===== src/rtl/copro_result_buffer.sv =====
// Result buffer between coprocessor execution units and the CV-X-IF result channel.
// In-order FIFO that sanitises ILLEGAL/NOP entries before presenting them to the core.
module copro_result_buffer #(
  parameter int DEPTH    = 4,
  parameter int XLEN     = 32,
  parameter int ID_WIDTH = 3,
  parameter int RD_WIDTH = 5
) (
  input  logic                     clk_i,
  input  logic                     rst_i,
  input  logic                     in_valid_i,
  output logic                     in_ready_o,
  input  logic [ID_WIDTH-1:0]      in_id_i,
  input  logic [XLEN-1:0]          in_data_i,
  input  logic [RD_WIDTH-1:0]      in_rd_i,
  input  logic                     in_we_i,
  input  logic [3:0]               in_opcode_i,
  input  logic                     flush_i,
  output logic                     result_valid_o,
  input  logic                     result_ready_i,
  output logic [ID_WIDTH-1:0]      result_id_o,
  output logic [XLEN-1:0]          result_data_o,
  output logic [RD_WIDTH-1:0]      result_rd_o,
  output logic                     result_we_o,
  output logic                     result_exc_o,
  output logic [$clog2(DEPTH):0]   count_o
);

  localparam int AW = $clog2(DEPTH);
  localparam int PW = AW + 1;
  localparam logic [PW-1:0] FULL_COUNT = PW'(DEPTH);
  localparam logic [3:0]    OP_ILLEGAL = 4'b0000;
  localparam logic [3:0]    OP_NOP     = 4'b0001;

  typedef struct packed {
    logic                exc;
    logic                we;
    logic [RD_WIDTH-1:0] rd;
    logic [ID_WIDTH-1:0] id;
    logic [XLEN-1:0]     data;
  } entry_t;

  entry_t          mem [DEPTH];
  entry_t          wr_entry;
  entry_t          head;
  logic [PW-1:0]   wr_ptr;
  logic [PW-1:0]   rd_ptr;
  logic [PW-1:0]   count;
  logic            push;
  logic            pop;

  // Extra pointer bit makes the difference DEPTH when full and 0 when empty.
  assign count          = wr_ptr - rd_ptr;
  assign count_o        = count;
  assign in_ready_o     = (count != FULL_COUNT);
  assign result_valid_o = (count != '0);

  assign push = in_valid_i & in_ready_o & ~flush_i;
  assign pop  = result_valid_o & result_ready_i & ~flush_i;

  always_comb begin
    wr_entry      = '0;
    wr_entry.id   = in_id_i;
    wr_entry.rd   = in_rd_i;
    wr_entry.data = in_data_i;
    wr_entry.we   = in_we_i;
    wr_entry.exc  = 1'b0;
    if (in_opcode_i == OP_ILLEGAL) begin
      wr_entry.exc  = 1'b1;
      wr_entry.we   = 1'b0;
      wr_entry.data = '0;
    end else if (in_opcode_i == OP_NOP) begin
      wr_entry.we = 1'b0;
    end
  end

  always_ff @(posedge clk_i) begin
    if (rst_i) begin
      wr_ptr <= '0;
      rd_ptr <= '0;
    end else if (flush_i) begin
      wr_ptr <= '0;
      rd_ptr <= '0;
    end else begin
      if (push) wr_ptr <= wr_ptr + 1'b1;
      if (pop)  rd_ptr <= rd_ptr + 1'b1;
    end
  end

  // Storage is not reset; stale slots are never visible because outputs are gated by valid.
  always_ff @(posedge clk_i) begin
    if (!rst_i && push) mem[wr_ptr[AW-1:0]] <= wr_entry;
  end

  assign head = result_valid_o ? mem[rd_ptr[AW-1:0]] : '0;

  assign result_id_o   = head.id;
  assign result_data_o = head.data;
  assign result_rd_o   = head.rd;
  assign result_we_o   = head.we;
  assign result_exc_o  = head.exc;

endmodule


===== config.mk =====
export PLATFORM = sky130hd
export DESIGN_NAME = copro_result_buffer
export DESIGN_NICKNAME = d
export VERILOG_FILES = /design/src/rtl/copro_result_buffer.sv
export SDC_FILE = /design/constraint.sdc
export NUM_CORES = 1
export LEC_CHECK = 0
export ABC_AREA = 1
export CAP_MARGIN = 40
export CORE_MARGIN = 2
export CORE_UTILIZATION = 50
export CTS_CLUSTER_DIAMETER = 30
export CTS_CLUSTER_SIZE = 10
export DETAILED_ROUTE_END_ITERATION = 6
export PLACE_DENSITY = 0.76
export SETUP_SLACK_MARGIN = 0.3
export SYNTH_ARGS = -nofsm -noshare
export SYNTH_HDL_FRONTEND = slang
export SYNTH_SLANG_ARGS = --single-unit

===== constraint.sdc =====
create_clock -name clk_i -period 5.2 [get_ports clk_i]
set_clock_uncertainty 0.15 [all_clocks]
set_input_delay 0.52 -clock clk_i [delete_from_list [all_inputs] [get_ports clk_i]]
set_output_delay 0.52 -clock clk_i [all_outputs]
set_load 0.03 [all_outputs]

* Yosys cells after proc, flatten, opt, wreduce, memory -nomap -nowiden
Memories as Yosys holds them, arrays and structs flattened. A register that Yosys moved wholly into a read port is not among the register bits. Cells that the tools add are included.
Storage, ports and cells: register bits 6, memory bits (writable) 168, input bits 50, output and inout port bits 47, word-level logic and storage cells 27, memories kept 1
Cells by class: $add $sub $neg 3, equality and inequality tests 2, mux-type cells 9, bitwise gates (word level) 5, reductions and logical operators 5
Memories:
- mem | depth 4, bits a word 42, read ports 1, clocked after memory_dff 1, write ports 1, line 43 | entry_t mem [DEPTH];
Operators with widths (number):
- 42-bit 2-to-1 mux | 1
- 32-bit 2-to-1 mux | 1
- 3-bit by 1-bit adder with 3-bit output (second input constant) | 2
- 1-bit 2-to-1 mux | 5
- 1-bit bitwise AND | 4
- 4-bit by 1-bit == test with 1-bit output (second input constant) | 1
- 4-bit zero test | 1
- 2-bit 2-to-1 mux | 2
- 3-bit != test (second input constant) | 1
- 3-bit nonzero test | 1
- 3-bit subtractor | 1
- 2-bit OR reduction | 1
- 1-bit logical AND | 1
- 1-bit zero test | 1
- 1-bit inverter | 1

* Longest topological paths before layout
Gate-level depths: netlist of the first run.
depth in word-level cells 7, gate-level depth with buffers 12, mapped depth without buffers 12

* Worst setup path before layout of the first run
OpenSTA, ideal clock, no wires.
path kind flip-flop to flip-flop, start register wr_ptr[0], end memory mem[0][0] in the netlist's numbering (enable), setup time 503 ps, data arrival time 4719 ps, data required time 4547 ps, setup slack -172 ps, stages on the path, launching flop included 11, buffers on the path 0, clock period less this slack 5372 ps, path through dfxtp_1 > inv_1 > ha_1 > fa_1 > inv_1 > nand2_1 > nand2_1 > nand2_1 > nand3_2 > nand2_2 > nor3b_1
Between the ends: word-level cells in the longest chain between the ends 7
RTL lines:
- from (decl) | line 46 | logic [PW-1:0] wr_ptr;
- from (signal assigned) | line 85 | if (push) wr_ptr <= wr_ptr + 1'b1;
- 3-bit subtractor | line 53 | assign count = wr_ptr - rd_ptr;
- 3-bit != test | line 55 | assign in_ready_o = (count != FULL_COUNT);
- net in_ready_o | line 12 | output logic in_ready_o,
- 1-bit bitwise AND (2 in a row) | line 58 | assign push = in_valid_i & in_ready_o & ~flush_i;
- 1-bit logical AND | line 92 | if (!rst_i && push) mem[wr_ptr[AW-1:0]] <= wr_entry;
- 1-bit 2-to-1 mux | line 92
- 1-bit 2-to-1 mux (not written as such) | line 92
- to (decl) | line 43
The timed path passes the listed nets, and every way through them passes these cells.

* Final worst setup path of the first run
start register wr_ptr[0], end output port result_id_o[2]
Between the ends: word-level cells in the longest chain between the ends 3
RTL lines:
- 3-bit subtractor | line 53
- 3-bit nonzero test | line 56 | assign result_valid_o = (count != '0);
- 42-bit 2-to-1 mux | line 95 | assign head = result_valid_o ? mem[rd_ptr[AW-1:0]] : '0;
- to (decl) | line 21 | output logic [ID_WIDTH-1:0] result_id_o,
No other way between the ends.

==> results.py, run 1 <==
metrics = {
    "status": {
        "status": "finished, final reports clean",
    },
    "clocking": {
        "cts_resized": 0,
        "clk_pin_slew_ns": 0.07,
        "cts-root-buf": "clkbuf_16",
        "clockBufferDepth": 2,
        "cts-hold-fix-buffers": 0,
        "cts_buffers": 17,
        "cts_tree": "built",
        "cts_setup_buffers": 0,
        "clk_latency_ns": 0.42,
        "htreeDepth": 4,
        "clock_sinks": 176,
    },
    "floorplan": {
        "die-height_microns": 126,
        "die_w_microns": 126,
        "coreArea_sq_um": 14500,
        "die_area_sq_um": 15800,
        "rows": 44,
        "io_pins": 97,
        "initial_utilization_pct": 51.1,
    },
    "layout": {
        "drive_gt1_share_pct": 9.53,
        "final_core_util_pct": 63.2,
        "n_antenna_cell": 0,
        "area_growth_syn_to_layout_pct": 23.7,
        "nets": 747,
        "fill_cells": 1075,
    },
    "worst_setup_path": {
        "crit_chain": "inv_1, ha_1, fa_1, nand2_1, inv_1, nand3_2, buf_4, nand2_1, inv_1, clkdlybuf4s50_1",
        "path_common_cell": "inv_1",
        "cp_max_fo": 16,
        "crit_start": "wr_ptr[0]$_SDFFE_PP0P_",
        "worst-setup-path-type": "flip-flop to output port",
        "crit_path_start_kind": "flip-flop",
        "required_ns": 4.53,
        "slowest_stage": "clkdlybuf4s50_1",
        "cp.arrival_ns": 3.19,
        "endpoint_kind": "output port",
        "rr_startpoint": "wr_ptr[0]$_SDFFE_PP0P_",
        "max_stage_delay_ns": 0.58,
    },
    "grt": {
        "grt_start_max_net_pins": 55,
        "grt_use_total_pct": 18.8,
        "gr-total-overflow": 0,
        "grt_pass1_vias": 4711,
        "met2_usage_pct": 31.0,
        "grt_busiest_layer": "met2",
        "antenna_found_initial": 0,
        "grtUsageMet3_pct": 4.29,
        "grt_pass1_wl_mm": 23.2,
        "met1_usage_pct": 24.6,
    },
    "sta": {
        "slew_viol_final": 0,
        "min_period_over_period_pct": 74.3,
        "hold_violations": 0,
        "tightest_slew_ns": 0.729,
        "period_needed_ns": 3.86,
        "tns_ns": 0,
        "rsz0062_at_grt": "false",
        "setup_violations": 0,
        "max_clock_freq_mhz": 259,
        "slew-limit-headroom_pct": 51.4,
    },
    "drt": {
        "post_drt_wl_per_cell_microns": 16.6,
        "postRouteAntennaNets": 0,
        "dr_total_vias": 4716,
        "first_pass_iters": 4,
        "viasPerCell": 5.32,
        "drc": 0,
        "drt_iter0_markers": 498,
        "wl_mm": 14.7,
    },
    "power": {
        "ir_drop_v": 0.000231,
        "power_density_nw_per_um2": 336,
        "p_leak_nw": 3.39,
    },
    "synth": {
        "synth-edff-count": 168,
        "synthesis.area_sq_um": 7400,
        "synth_warnings": 0,
        "ys_types": 27,
        "postSynthCellCount": 594,
        "synthFlopType": "edfxtp_1",
        "syn_avg_cell_area_sq_um": 12.5,
        "async_reset_ff_share_pct": 0,
        "ys_ff_latch": 176,
        "ys_seq_area_share_pct": 70.4,
        "synth_nets": 651,
    },
    "place": {
        "hpwlAfterDp_mm": 8.26,
        "portBuffers": 96,
        "place.gp.congestion": 0.733,
    },
    "min_path": {
        "hold_path.startpoint": "wr_ptr[2]$_SDFFE_PP0P_",
        "hold_path.class": "flip-flop to flip-flop",
    },
    "run": {
        "cap_violations": 0,
    },
}
cells in the mapped netlist (all sizes together) (2+ instances only):
cell type | instances | share of area, %
edfxtp | 168 | 68
inv | 87 | 4.4
nor2 | 86 | 4.4
nand2 | 63 | 3.2
mux2i | 42 | 5.7
o21ai | 42 | 2.8
o22ai | 42 | 3.6
buf | 21 | 1.9
clkbuf | 9 | 0.46
dfxtp | 8 | 2.2
nand3 | 7 | 0.61
ha | 6 | 1.0
nor3b | 4 | 0.41
a21oi | 3 | 0.25
nor3 | 2 | 0.14
final cells by class:
type	instances	area [sq um]	area share, %
multi-input combinational	301	1710	18.7
clock buffer	17	425	4.65
sequential	176	5210	56.9
clock inverter	15	143	1.56
inverter	87	327	3.57
tap	184	230	2.52
timing repair buffer	107	1100	12.1
metal layers:
layer | part of all wire (%) | wire length (microns)
met2 | 49 | 7260
met3 | 5.4 | 794
met4 | 1.4 | 210
met5 | 0 | 0
met1 | 44 | 6440
report_power, final:
part	internal, mW	total [mW]	switching [mW]	leakage (nW)
Sequential	1.57	1.58	0.00732	1.58
Clock	0.634	1.20	0.562	0.270
Combinational	0.124	0.300	0.177	1.54
Total	2.33	3.07	0.746	3.39
cell families after synthesis:
kind of cell	synth area share [%]
flip-flops	70.4
AND/OR/NAND/NOR	9.13
buffers and inverters	6.77
AO/OA/AOI/OAI	6.77
multiplexers	5.68
adder cells (fa/ha/maj)	1.29
through the flow:
stage          power (mW)  std cells  hold slack, ns  worst slack [ns]  cell area (sq um)
2_1_floorplan        1.77        594           0.368            -0.172               7400
5_1_grt              3.17        887           0.475              1.13               9150
3_3_place_gp         1.89        852           0.405              1.33               8500
3_5_place_dp         1.91        855           0.412              1.80               8580
4_1_cts              3.09        887           0.429              1.34               9150
6_report             3.07        887           0.432              1.34               9150
path summary, 6_finish.rpt:
check                                         endpoint  slack, ns  depth (start not counted)
worst max-delay path                    result_id_o[2]       1.34                         10
worst min-delay path            wr_ptr[2]$_SDFFE_PP0P_       0.43                          4
worst max register to register    mem[1][23]$_DFFE_PP_       2.21                         11
worst min register to register  wr_ptr[2]$_SDFFE_PP0P_       0.43                          4
critical path: cells and delay by family (launching register included):
family	cells	cell delay, ns
adders and majority gates	2	0.74
buffers and inverters	5	1.17
and+or+nand+nor	3	0.48
DFF	1	0.38
flip-flops by register name, summed over array words and instances (netlist names), named ones only:
signal and flops:
mem 168, rd_ptr 3, wr_ptr 3
cell usage in the layout, fill, tap and decap left out, drive strengths merged:
cell	count
nand3b	1
inv	95
clkdlybuf4s50	96
o31a	1
nand3	7
clkinv	4
fa	1
edfxtp	168
nor3b	4
buf	11
o22ai	42
a21oi	3
dfxtp	8
o21ai	42
clkinvlp	3
mux2i	42
nor3	2
nand2	63
nor4	1
clkbuf	17
ha	6
nor2	86
No activity file was read; power rests on OpenSTA's default activity.
==> run 2: changes to the inputs <==
==> constraint.sdc (replaced) <==
create_clock -name clk_i -period 3.11 [get_ports clk_i]
set_clock_uncertainty 0.15 [all_clocks]
set_input_delay 0.311 -clock clk_i [delete_from_list [all_inputs] [get_ports clk_i]]
set_output_delay 0.311 -clock clk_i [all_outputs]
set_load 0.03 [all_outputs]
==> results.py, run 2 (synthesis results as in run 1) <==
metrics = {
    "layout": {
        "regArea_sq_um": 5210,
        "multiInputGateArea_sq_um": 1960,
        "final_common_cell": "edfxtp_1",
        "nets": 766,
        "area_growth_syn_to_layout_pct": 32.1,
        "finalNonFillerCells": 906,
        "drive_gt1_share_pct": 25.8,
        "largest_register_ffs": 168,
        "n_antenna_cell": 0,
        "fill_cells": 993,
        "layout_common_cells": "edfxtp_1 (168), nor2_1 (86), clkdlybuf4s50_1 (51)",
    },
    "place": {
        "dp.cells": 856,
        "portBuffers": 96,
        "place.gp.congestion": 0.798,
        "hpwlAfterDp_mm": 8.35,
    },
    "drt": {
        "drc": 0,
        "dr_total_vias": 4912,
        "first_pass_iters": 5,
        "drt_iter0_markers": 425,
        "postRouteAntennaNets": 0,
        "viasPerCell": 5.42,
        "post_drt_wl_per_cell_microns": 17.2,
        "wl_mm": 15.6,
    },
    "clocking": {
        "cts_buffers": 17,
        "clockBufferDepth": 2,
        "clock_sinks": 176,
        "cts-hold-fix-buffers": 0,
        "htreeDepth": 4,
        "cts-root-buf": "clkbuf_16",
        "cts_tree": "built",
        "clk_pin_slew_ns": 0.06,
        "clk_latency_ns": 0.43,
    },
    "grt": {
        "grt_start_max_net_pins": 85,
        "grt_pass1_vias": 4662,
        "grt_pass1_wl_mm": 23.8,
        "antenna_found_initial": 0,
        "gr-total-overflow": 0,
        "grt_use_total_pct": 19.6,
    },
    "min_path": {
        "hold_path.startpoint": "in_rd_i[0]",
        "hold_path.class": "input port to flip-flop",
    },
    "worst_setup_path": {
        "cp.arrival_ns": 2.45,
        "crit_path_start_kind": "flip-flop",
        "required_ns": 2.65,
        "worst-setup-path-type": "flip-flop to output port",
        "endpoint_kind": "output port",
        "reg2reg_slack_ns": 0.40,
        "cp_max_fo": 8,
        "crit_start": "wr_ptr[0]$_SDFFE_PP0P_",
        "rr_startpoint": "rd_ptr[0]$_SDFFE_PP0P_",
    },
    "power": {
        "p_leak_nw": 3.78,
        "finalPower_mw": 5.44,
        "ir_drop_v": 0.000362,
        "power_density_nw_per_um2": 557,
    },
    "sta": {
        "rsz0062_at_grt": "true",
        "slew-limit-headroom_pct": 67.8,
        "max_clock_freq_mhz": 343,
        "min_period_over_period_pct": 93.7,
        "tightest_slew_ns": 0.483,
        "setup_violations": 0,
        "hold_violations": 0,
        "period_needed_ns": 2.91,
        "slew_viol_final": 0,
    },
    "floorplan": {
        "coreArea_sq_um": 14500,
        "die-height_microns": 126,
        "initial_utilization_pct": 51.1,
        "io_pins": 97,
        "rows": 44,
        "die_area_sq_um": 15800,
        "die_w_microns": 126,
    },
    "status": {
        "status": "finished, final reports clean",
    },
    "run": {
        "cap_violations": 0,
    },
}
run 2: cell type report:
cell class	count	area share (%)
Inverter	87	3.44
Timing Repair Buffer	126	14.6
Sequential cell	176	53.4
Clock inverter	15	1.88
Tap cell	184	2.36
Clock buffer	17	4.35
Multi-Input combinational cell	301	20.0
run 2: what timing repair did:
action                                  CTS  global route
cloned                                    2             1
buffers inserted                          5            10
endpoints found under the setup margin   44           158
resized for setup                       177           180
pin swaps                                 0            15
run 2: worst max-delay path, stage by stage, from the launching register on:
cell and delay, ns:
dfxtp_4 0.37, inv_6 0.04, ha_4 0.15, fa_2 0.54, nand2_2 0.05, inv_2 0.07
nand3_4 0.18, buf_12 0.20, buf_16 0.14, nand2_1 0.08, inv_2 0.03, buf_4 0.15
run 2: per-layer routing:
metal	track usage [%]	wire, microns	vias to the layer above
li1	-	-	2302
met2	32.8	7770	187
met4	4.97	240	0
met1	25.6	6490	2399
met5	0	0	-
met3	5.56	1100	24
run 2: metrics by stage:
step	util, %	TNS (ns)	setup slack [ns]	instance area (sq um)	hold WS, ns
4_1_cts	64.7	0	0.193	9370	0.356
6_report	67.5	0	0.195	9770	0.372
3_5_place_dp	60.0	0	0.320	8680	0.410
3_3_place_gp	60.0	0	0.362	8680	0.409
5_1_grt	67.5	0	0.121	9770	0.362
2_1_floorplan	-	-4.18	-0.0497	7490	0.260
run 2: where the power goes:
part           total (mW)  internal [mW]  switching [mW]
registers            2.64           2.63          0.0109
logic               0.659          0.290           0.370
clock network        2.15           1.27           0.876
total                5.44           4.19            1.26
run 2: final timing paths:
kind	endpoint	cells after the start
setup / recovery	result_data_o[31]	11
hold reg to reg	rd_ptr[2]$_SDFFE_PP0P_	2
hold / removal	mem[2][35]$_DFFE_PP_	1
setup reg to reg	mem[1][35]$_DFFE_PP_	9
